<file path="config.mk">
export PLATFORM = sky130hd
export DESIGN_NAME = aukv_decode
export DESIGN_NICKNAME = d
export VERILOG_FILES = /design/src/rtl/aukv_decode.sv
export SDC_FILE = /design/constraint.sdc
export NUM_CORES = 1
export LEC_CHECK = 0
export ABC_CLOCK_PERIOD_IN_PS = 1120
export CAP_MARGIN = 5
export CORE_MARGIN = 2
export CORE_UTILIZATION = 23
export CTS_CLUSTER_DIAMETER = 150
export CTS_CLUSTER_SIZE = 16
export DETAILED_ROUTE_END_ITERATION = 8
export HOLD_SLACK_MARGIN = 0.12
export SETUP_SLACK_MARGIN = 0.5
export SLEW_MARGIN = 20
export SYNTH_ARGS = -nofsm -noshare
export SYNTH_HDL_FRONTEND = slang
export SYNTH_SLANG_ARGS = --single-unit
</file>
<file path="constraint.sdc">
create_clock -name i_clk -period 1.12 [get_ports i_clk]
set_input_delay 0.112 -clock i_clk [delete_from_list [all_inputs] [get_ports i_clk]]
set_output_delay 0.112 -clock i_clk [all_outputs]
set_load 0.01 [all_outputs]
</file>
<file path="src/rtl/aukv_decode.sv">
// aukv_decode: Auk-V RV32I decode stage; decodes the fetched word and registers it into the decode/execute register.
//    i_clk, i_rstn (async, active-low)           clock and reset
//    i_pc, i_instr, i_instr_valid                fetch interface (i_pc is instruction address + 4)
//    i_stall, i_flush                            hold / kill the capture (flush wins)
//    o_rs1_addr, o_rs2_addr                      combinational register-file read addresses
//    o_valid, o_instr, o_pc, o_link, o_rd_addr   registered instruction identity
//    o_imm, o_funct3, o_alu_op, o_src_*          registered execute controls
//    o_reg_we, o_mem_*, o_branch, o_jal*, o_illegal registered writeback/memory/control-flow class
module aukv_decode #(
   parameter logic [31:0] NOP_INSTR = 32'h00000033
) (
   input  logic        i_clk,
   input  logic        i_rstn,
   input  logic [31:0] i_pc,
   input  logic [31:0] i_instr,
   input  logic        i_instr_valid,
   input  logic        i_stall,
   input  logic        i_flush,
   output logic [4:0]  o_rs1_addr,
   output logic [4:0]  o_rs2_addr,
   output logic        o_valid,
   output logic [31:0] o_instr,
   output logic [31:0] o_pc,
   output logic [31:0] o_link,
   output logic [4:0]  o_rd_addr,
   output logic [31:0] o_imm,
   output logic [2:0]  o_funct3,
   output logic [3:0]  o_alu_op,
   output logic        o_src_a_pc,
   output logic        o_src_b_imm,
   output logic        o_reg_we,
   output logic        o_mem_rd,
   output logic        o_mem_wr,
   output logic        o_branch,
   output logic        o_jal,
   output logic        o_jalr,
   output logic        o_illegal
);
   localparam logic [6:0] OPC_OP     = 7'b0110011;
   localparam logic [6:0] OPC_IMM    = 7'b0010011;
   localparam logic [6:0] OPC_LOAD   = 7'b0000011;
   localparam logic [6:0] OPC_STORE  = 7'b0100011;
   localparam logic [6:0] OPC_BRANCH = 7'b1100011;
   localparam logic [6:0] OPC_LUI    = 7'b0110111;
   localparam logic [6:0] OPC_AUIPC  = 7'b0010111;
   localparam logic [6:0] OPC_JAL    = 7'b1101111;
   localparam logic [6:0] OPC_JALR   = 7'b1100111;
   localparam logic [6:0] OPC_MISC   = 7'b0001111;
   localparam logic [6:0] OPC_SYSTEM = 7'b1110011;
   localparam logic [3:0] ALU_ADD  = 4'd0;
   localparam logic [3:0] ALU_SUB  = 4'd1;
   localparam logic [3:0] ALU_SLL  = 4'd2;
   localparam logic [3:0] ALU_SLT  = 4'd3;
   localparam logic [3:0] ALU_SLTU = 4'd4;
   localparam logic [3:0] ALU_XOR  = 4'd5;
   localparam logic [3:0] ALU_SRL  = 4'd6;
   localparam logic [3:0] ALU_SRA  = 4'd7;
   localparam logic [3:0] ALU_OR   = 4'd8;
   localparam logic [3:0] ALU_AND  = 4'd9;
   localparam logic [3:0] ALU_PASS = 4'd10;
   localparam logic [6:0] F7_ALT   = 7'b0100000;

   typedef struct packed {
      logic        valid;
      logic [31:0] instr;
      logic [31:0] pc;
      logic [31:0] link;
      logic [4:0]  rd;
      logic [31:0] imm;
      logic [2:0]  funct3;
      logic [3:0]  alu_op;
      logic        src_a_pc;
      logic        src_b_imm;
      logic        reg_we;
      logic        mem_rd;
      logic        mem_wr;
      logic        branch;
      logic        jal;
      logic        jalr;
      logic        illegal;
   } dx_t;

   localparam dx_t BUBBLE = '{valid: 1'b0, instr: NOP_INSTR, pc: 32'd0, link: 32'd0, rd: 5'd0,
                              imm: 32'd0, funct3: 3'd0, alu_op: 4'd0, src_a_pc: 1'b0,
                              src_b_imm: 1'b0, reg_we: 1'b0, mem_rd: 1'b0, mem_wr: 1'b0,
                              branch: 1'b0, jal: 1'b0, jalr: 1'b0, illegal: 1'b0};

   // alt selects SUB for funct3=0 and SRA for funct3=5
   function automatic logic [3:0] alu_of(input logic [2:0] f, input logic alt);
      case (f)
         3'd0: return alt ? ALU_SUB : ALU_ADD;
         3'd1: return ALU_SLL;
         3'd2: return ALU_SLT;
         3'd3: return ALU_SLTU;
         3'd4: return ALU_XOR;
         3'd5: return alt ? ALU_SRA : ALU_SRL;
         3'd6: return ALU_OR;
         3'd7: return ALU_AND;
      endcase
   endfunction

   logic [6:0] opc;
   logic [2:0] f3;
   logic [6:0] f7;
   dx_t        dec;
   dx_t        dx_d;
   dx_t        dx_q;

   assign opc        = i_instr[6:0];
   assign f3         = i_instr[14:12];
   assign f7         = i_instr[31:25];
   assign o_rs1_addr = i_instr[19:15];
   assign o_rs2_addr = i_instr[24:20];

   always_comb begin
      dec        = '0;
      dec.valid  = 1'b1;
      dec.instr  = i_instr;
      dec.pc     = i_pc - 32'd4;
      dec.link   = i_pc;
      dec.rd     = i_instr[11:7];
      dec.funct3 = f3;
      case (opc)
         OPC_IMM, OPC_LOAD, OPC_JALR, OPC_SYSTEM:
            dec.imm = {{20{i_instr[31]}}, i_instr[31:20]};
         OPC_STORE:
            dec.imm = {{20{i_instr[31]}}, i_instr[31:25], i_instr[11:7]};
         OPC_BRANCH:
            dec.imm = {{20{i_instr[31]}}, i_instr[7], i_instr[30:25], i_instr[11:8], 1'b0};
         OPC_LUI, OPC_AUIPC:
            dec.imm = {i_instr[31:12], 12'd0};
         OPC_JAL:
            dec.imm = {{12{i_instr[31]}}, i_instr[19:12], i_instr[20], i_instr[30:21], 1'b0};
         default:
            dec.imm = '0;
      endcase
      case (opc)
         OPC_OP: begin
            dec.alu_op  = alu_of(f3, f7[5]);
            dec.reg_we  = 1'b1;
            dec.illegal = !(f7 == '0 || (f7 == F7_ALT && (f3 == 3'd0 || f3 == 3'd5)));
         end
         OPC_IMM: begin
            // only the right shifts carry an alternate form (SRAI)
            dec.alu_op    = alu_of(f3, f3 == 3'd5 && i_instr[30]);
            dec.src_b_imm = 1'b1;
            dec.reg_we    = 1'b1;
            dec.illegal   = (f3 == 3'd1 && f7 != '0) || (f3 == 3'd5 && f7 != '0 && f7 != F7_ALT);
         end
         OPC_LOAD: begin
            dec.src_b_imm = 1'b1;
            dec.mem_rd    = 1'b1;
            dec.reg_we    = 1'b1;
            dec.illegal   = f3 == 3'd3 || f3 == 3'd6 || f3 == 3'd7;
         end
         OPC_STORE: begin
            dec.src_b_imm = 1'b1;
            dec.mem_wr    = 1'b1;
            dec.illegal   = f3 > 3'd2;
         end
         OPC_BRANCH: begin
            dec.branch  = 1'b1;
            dec.alu_op  = ALU_SUB;
            dec.illegal = f3[2:1] == 2'b01;
         end
         OPC_LUI: begin
            dec.alu_op    = ALU_PASS;
            dec.src_b_imm = 1'b1;
            dec.reg_we    = 1'b1;
         end
         OPC_AUIPC: begin
            dec.src_a_pc  = 1'b1;
            dec.src_b_imm = 1'b1;
            dec.reg_we    = 1'b1;
         end
         OPC_JAL: begin
            dec.jal       = 1'b1;
            dec.src_a_pc  = 1'b1;
            dec.src_b_imm = 1'b1;
            dec.reg_we    = 1'b1;
         end
         OPC_JALR: begin
            dec.jalr      = 1'b1;
            dec.src_b_imm = 1'b1;
            dec.reg_we    = 1'b1;
         end
         OPC_MISC, OPC_SYSTEM: begin
            dec.alu_op = ALU_ADD;
         end
         default: begin
            dec.illegal = 1'b1;
         end
      endcase
      // an illegal instruction travels as valid but must have no side effects
      if (dec.illegal)
         {dec.alu_op, dec.src_a_pc, dec.src_b_imm, dec.reg_we, dec.mem_rd, dec.mem_wr,
          dec.branch, dec.jal, dec.jalr} = '0;
      if (dec.rd == 5'd0)
         dec.reg_we = 1'b0;
   end

   always_comb
      dx_d = (i_flush || (!i_stall && !i_instr_valid)) ? BUBBLE : i_stall ? dx_q : dec;

   always_ff @(posedge i_clk or negedge i_rstn)
      if (!i_rstn)
         dx_q <= BUBBLE;
      else
         dx_q <= dx_d;

   assign o_valid     = dx_q.valid;
   assign o_instr     = dx_q.instr;
   assign o_pc        = dx_q.pc;
   assign o_link      = dx_q.link;
   assign o_rd_addr   = dx_q.rd;
   assign o_imm       = dx_q.imm;
   assign o_funct3    = dx_q.funct3;
   assign o_alu_op    = dx_q.alu_op;
   assign o_src_a_pc  = dx_q.src_a_pc;
   assign o_src_b_imm = dx_q.src_b_imm;
   assign o_reg_we    = dx_q.reg_we;
   assign o_mem_rd    = dx_q.mem_rd;
   assign o_mem_wr    = dx_q.mem_wr;
   assign o_branch    = dx_q.branch;
   assign o_jal       = dx_q.jal;
   assign o_jalr      = dx_q.jalr;
   assign o_illegal   = dx_q.illegal;
endmodule

</file>
# Word-level counts from Yosys, hierarchy flattened
# Cells that the tools add are included.
# op_classes
addsub	1
order_cmp	1
n_reduce_logical	25
mux	21
eq_ne	22
# ops
op	n
$mux W150	2
$pmux W32 S5	1
$pmux W4 S8	2
$sub A32 B3 Y32 const B	1
$eq A7 B6 Y1 const B	4
$eq A7 B7 Y1 const B	4
$pmux W4 S4	1
$eq A7 B5 Y1 const B	2
$reduce_or A7 Y1	2
$mux W1	13
$eq A3 B3 Y1 const B	4
$mux W12	1
$eq A7 B2 Y1 const B	1
$eq A7 B4 Y1 const B	1
$logic_not A7 Y1	1
$ne A7 B6 Y1 const B	1
$reduce_bool A7 Y1	1
$eq A3 B2 Y1 const B	2
$logic_and A1 B1 Y1	6
$logic_or A1 B1 Y1	6
$pmux W1 S6	1
$reduce_or A6 Y1	1
$logic_not A5 Y1	1
$reduce_or A2 Y1	2
7 further kinds	9
# word_totals
inputBits	69
out_inout_bits	160
register_bits	150
elab_cells	87

# Logic depth before layout (Yosys ltp)
# logic_depth
depth_word	10
depth_mapped	7
depth_no_buf	7

# Worst setup path after synthesis
# Ideal clock, no wire load.
# synth_timing
path_type	input port to flip-flop
from	in i_pc[7]
to	reg dx_q, in the netlist o_pc[20]
path_buffers	1
setup_time_ps	126
required_ps	994
slack_ps	-776
cell_stages	6
arrival_ps	1770
cell_sequence	or4_1 buf_6 nor4_4 or3b_1 xor2_1 o21ai_2
# synth_via
elab_chain_len	3
# synth_lines
item	line	rtl
from (decl)	14	input logic [31:0] i_pc,
$sub A32 B3 Y32	119	dec.pc = i_pc - 32'd4;
$mux W150 (2 in series)	203	dx_d = (i_flush || (!i_stall && !i_instr_valid)) ? BUBBLE : i_stall ? dx_q : dec;
to (signal assigned)	207	dx_q <= BUBBLE;
to (signal assigned)	209	dx_q <= dx_d;
to (decl)	107	dx_t dx_q;
# No other way between the ends. The select of a mux whose other input is x is not followed.
# A chain may end at the register's enable or synchronous reset.

# Worst setup path in the final report
# layout_timing
from	in i_pc[6]
to	reg dx_q, in the netlist o_pc[27]
# Same word-level chain as after synthesis.

==> flow_summary.toml <==
[yosys]
postSynthCellCount = 594
synth_area_per_cell_um2 = 10.7
yosys_warnings = 0
syn_area_mm2 = 0.00633
synth_nets = 664
synth_edf_count = 0
ys_seq_elements = 140
synthDistinctLibCells = 57
synth_flop_cell = "dfrtp_1"
async_reset_ff_frac = 1.00
ys_seq_area_frac = 0.554

[finish]
nNetsFinal = 1118
drive_gt1_frac = 0.559
final_area_mm2 = 0.0123
regArea_mm2 = 0.00351
multiInputGateArea_mm2 = 0.00315
finalNonFillerCells = 1400
area_growth_pct = 94.5
n_fill_cell = 2544
diodes = 0

[run]
cap_violations = 0

[place]
placed_cell_area_mm2 = 0.0102
portBuffers = 228
dp_hpwl_mm = 17.5
gp_congestion = 0.833
placed_cells = 1247
post-place-ws_ps = -1100

[route]
viasPerCell = 4.76
ant_nets = 0
avgRoutedWirePerCell_um = 19.1
finalWirelength_mm = 26.8
initialDrtViolationCount = 390
firstDrtPassIters = 5
num_vias = 6658
drc = 0

[die]
core_mm2 = 0.0270
fp.dieW_um = 170
die_h_um = 170
rows = 60
start_util = 0.234
dieArea_mm2 = 0.0289
ios = 229

[power_and_ir_drop]
vdd_drop_max_v = 0.000772
p_leak_nw = 5.95
power_density_mw_per_mm2 = 1120

[timing]
finalCritPeriodShare = 1.29
slew_viol_final = 0
finalSetupViolCount = 40
rsz0062_at_grt = "yes"
finClkSkew_ps = 0
worst_slack_ps = -330
relSlewSlack = 0.700
hold_viol = 138
holdWs_ps = -448
fin_crit_ps = 1450
tightestPinTransition_ps = 446
max_freq_mhz = 690

[setup_path]
critPathRequiredTime_ps = 1480
critPathLaunchType = "input port"
path_class = "input port to flop"
rr_worst_depth = 2
path_max_fanout = 4
r2r-start = "o_imm[20]"
startpoint = "i_pc[6]"
cp-end-kind = "flop"
crit_arrival_ps = 1810

[run_status]
violations = "hold timing, setup timing"
status = "complete, but fails checks"

[global_route]
antenna_found_initial = 0
gr-total-overflow = 0
grt_start_max_net_pins = 44
grt_usage = 0.171
grt_pass1_wl_mm = 38.0
grt_pass1_vias = 6599

[clock_tree]
h-tree-depth = 4
numCtsBuffers = 17
clk_pin_slew_worst_paths_ps = 60
cts-root-buf = "clkbuf_16"
clock_latency_ps = 420
cts.sinks = 140
cts_tree = "yes"
cts.path.max_buffers = 2

[hold_path]
hold_path.class = "input port to async pin"
cells by family (layout without fill, tap and decap cells):
logic type	after synthesis	in the layout	synth area share
fa+ha+maj	1	1	0.00198
flops	140	140	0.554
xor+xnor	26	26	0.0360
compound gates	185	185	0.210
buf+inv	66	529	0.0522
simple gates	174	176	0.143
mux	2	2	0.00316
worst paths after layout:
kind | endpoint | slack (ps)
max | o_pc[27] | -330
min | o_link[9] | -450
max reg2reg | o_imm[20] | 170
min reg2reg | o_link[2] | 490
max in group asynchronous | o_instr[5] | 1010
min in group i_clk | o_pc[2] | -60
synth_stat cells, types with 6 or more instances:
cell type  instances  area share
inv_1              6      0.0036
clkbuf_1          33       0.020
nor3_1             8      0.0063
a22o_1            67       0.093
buf_4             20       0.024
a221o_1           11       0.017
nand2b_1           7      0.0069
dfrtp_1          136        0.54
nor2_1            24       0.014
xor2_1            17       0.024
or4_1              6      0.0071
o21ai_0           54       0.043
nand2_1           71       0.042
nor2b_1            7      0.0069
nor4_1             7      0.0069
nand4_1            7      0.0069
xnor2_1            9       0.012
nand3_1           12      0.0095
a21oi_1           20       0.016
buf_1              6      0.0036
timing repair:
action,in CTS,in global routing
resized for setup,950,164
endpoints found under the hold margin,180,167
pin swaps,55,110
setup endpoints to repair,300,292
buffers inserted,68,43
cloned,3,8
per-layer routing:
| layer | GRT usage | vias up | wire length [um] |
|---|---|---|---|
| li1 | - | 3070 | - |
| met1 | 0.220 | 3321 | 11600 |
| met2 | 0.286 | 245 | 13000 |
| met3 | 0.0472 | 22 | 1900 |
| met4 | 0.0424 | 0 | 246 |
| met5 | 0 | - | 0 |
worst max-delay path, stage by stage:
cell     delay (ps)
buf_6            90
or4_4           590
buf_6           150
nor3_4          180
nand3_2         110
or4_1           490
nand3_1          80
where the power goes:
part,total [W],switching [W],internal [W]
Clock,0.00609,0.00222,0.00388
Sequential,0.00531,0.000103,0.00520
Combinational,0.00235,0.00111,0.00124
Total,0.0137,0.00343,0.0103
registers in the layout, indices dropped and copies added, names as in the netlist:
name / count
o_mem_rd: 1
o_pc: 32
o_src_b_imm: 1
o_jalr: 1
o_branch: 1
o_alu_op: 4
o_jal: 1
o_imm: 32
o_instr: 32
o_mem_wr: 1
o_reg_we: 1
o_valid: 1
o_illegal: 1
o_src_a_pc: 1
o_link: 30
final cells by class:
| type | count | area share |
|---|---|---|
| repair buffers | 493 | 0.373 |
| clock buffers | 23 | 0.0388 |
| inverters | 6 | 0.00183 |
| multi-input cells | 390 | 0.256 |
| clock inverters | 7 | 0.0112 |
| well taps | 341 | 0.0346 |
| flip-flops and latches | 140 | 0.285 |
cell usage in the layout (no fill, tap or decap), types with 5 or more instances in the layout:
cell type	netlist	layout
a21oi_1	20	7
a21oi_2	0	9
a221o_1	11	11
a22o_1	67	67
buf_12	0	19
buf_2	0	102
buf_4	20	154
buf_6	1	159
buf_8	0	10
clkbuf_16	0	23
clkdlybuf4s15_1	0	7
clkdlybuf4s50_1	0	15
dfrtp_1	136	136
dlygate4sd2_1	0	13
nand2_1	71	56
nand2_2	0	10
nand2b_1	7	5
nand3_1	12	9
nand4_1	7	7
nor2_1	24	13
nor2_4	0	7
nor3_1	8	6
nor4_4	2	7
o21ai_0	54	7
o21ai_1	0	38
o21ai_2	1	10
xnor2_1	9	9
xor2_1	17	16
metrics by stage:
step / setup TNS [ps] / hold slack (ps) / power (W) / utilization
2_1_floorplan: -16760 / -184 / 0.00608 / -
6_report: -5940 / -448 / 0.0137 / 0.456
3_5_place_dp: -96510 / -4.16 / 0.00732 / 0.376
4_1_cts: -5630 / -462 / 0.0135 / 0.410
3_3_place_gp: -93520 / -2.22 / 0.00731 / 0.376
5_1_grt: -7850 / -455 / 0.0143 / 0.456
Note: power is estimated with default switching activity, not from simulation.
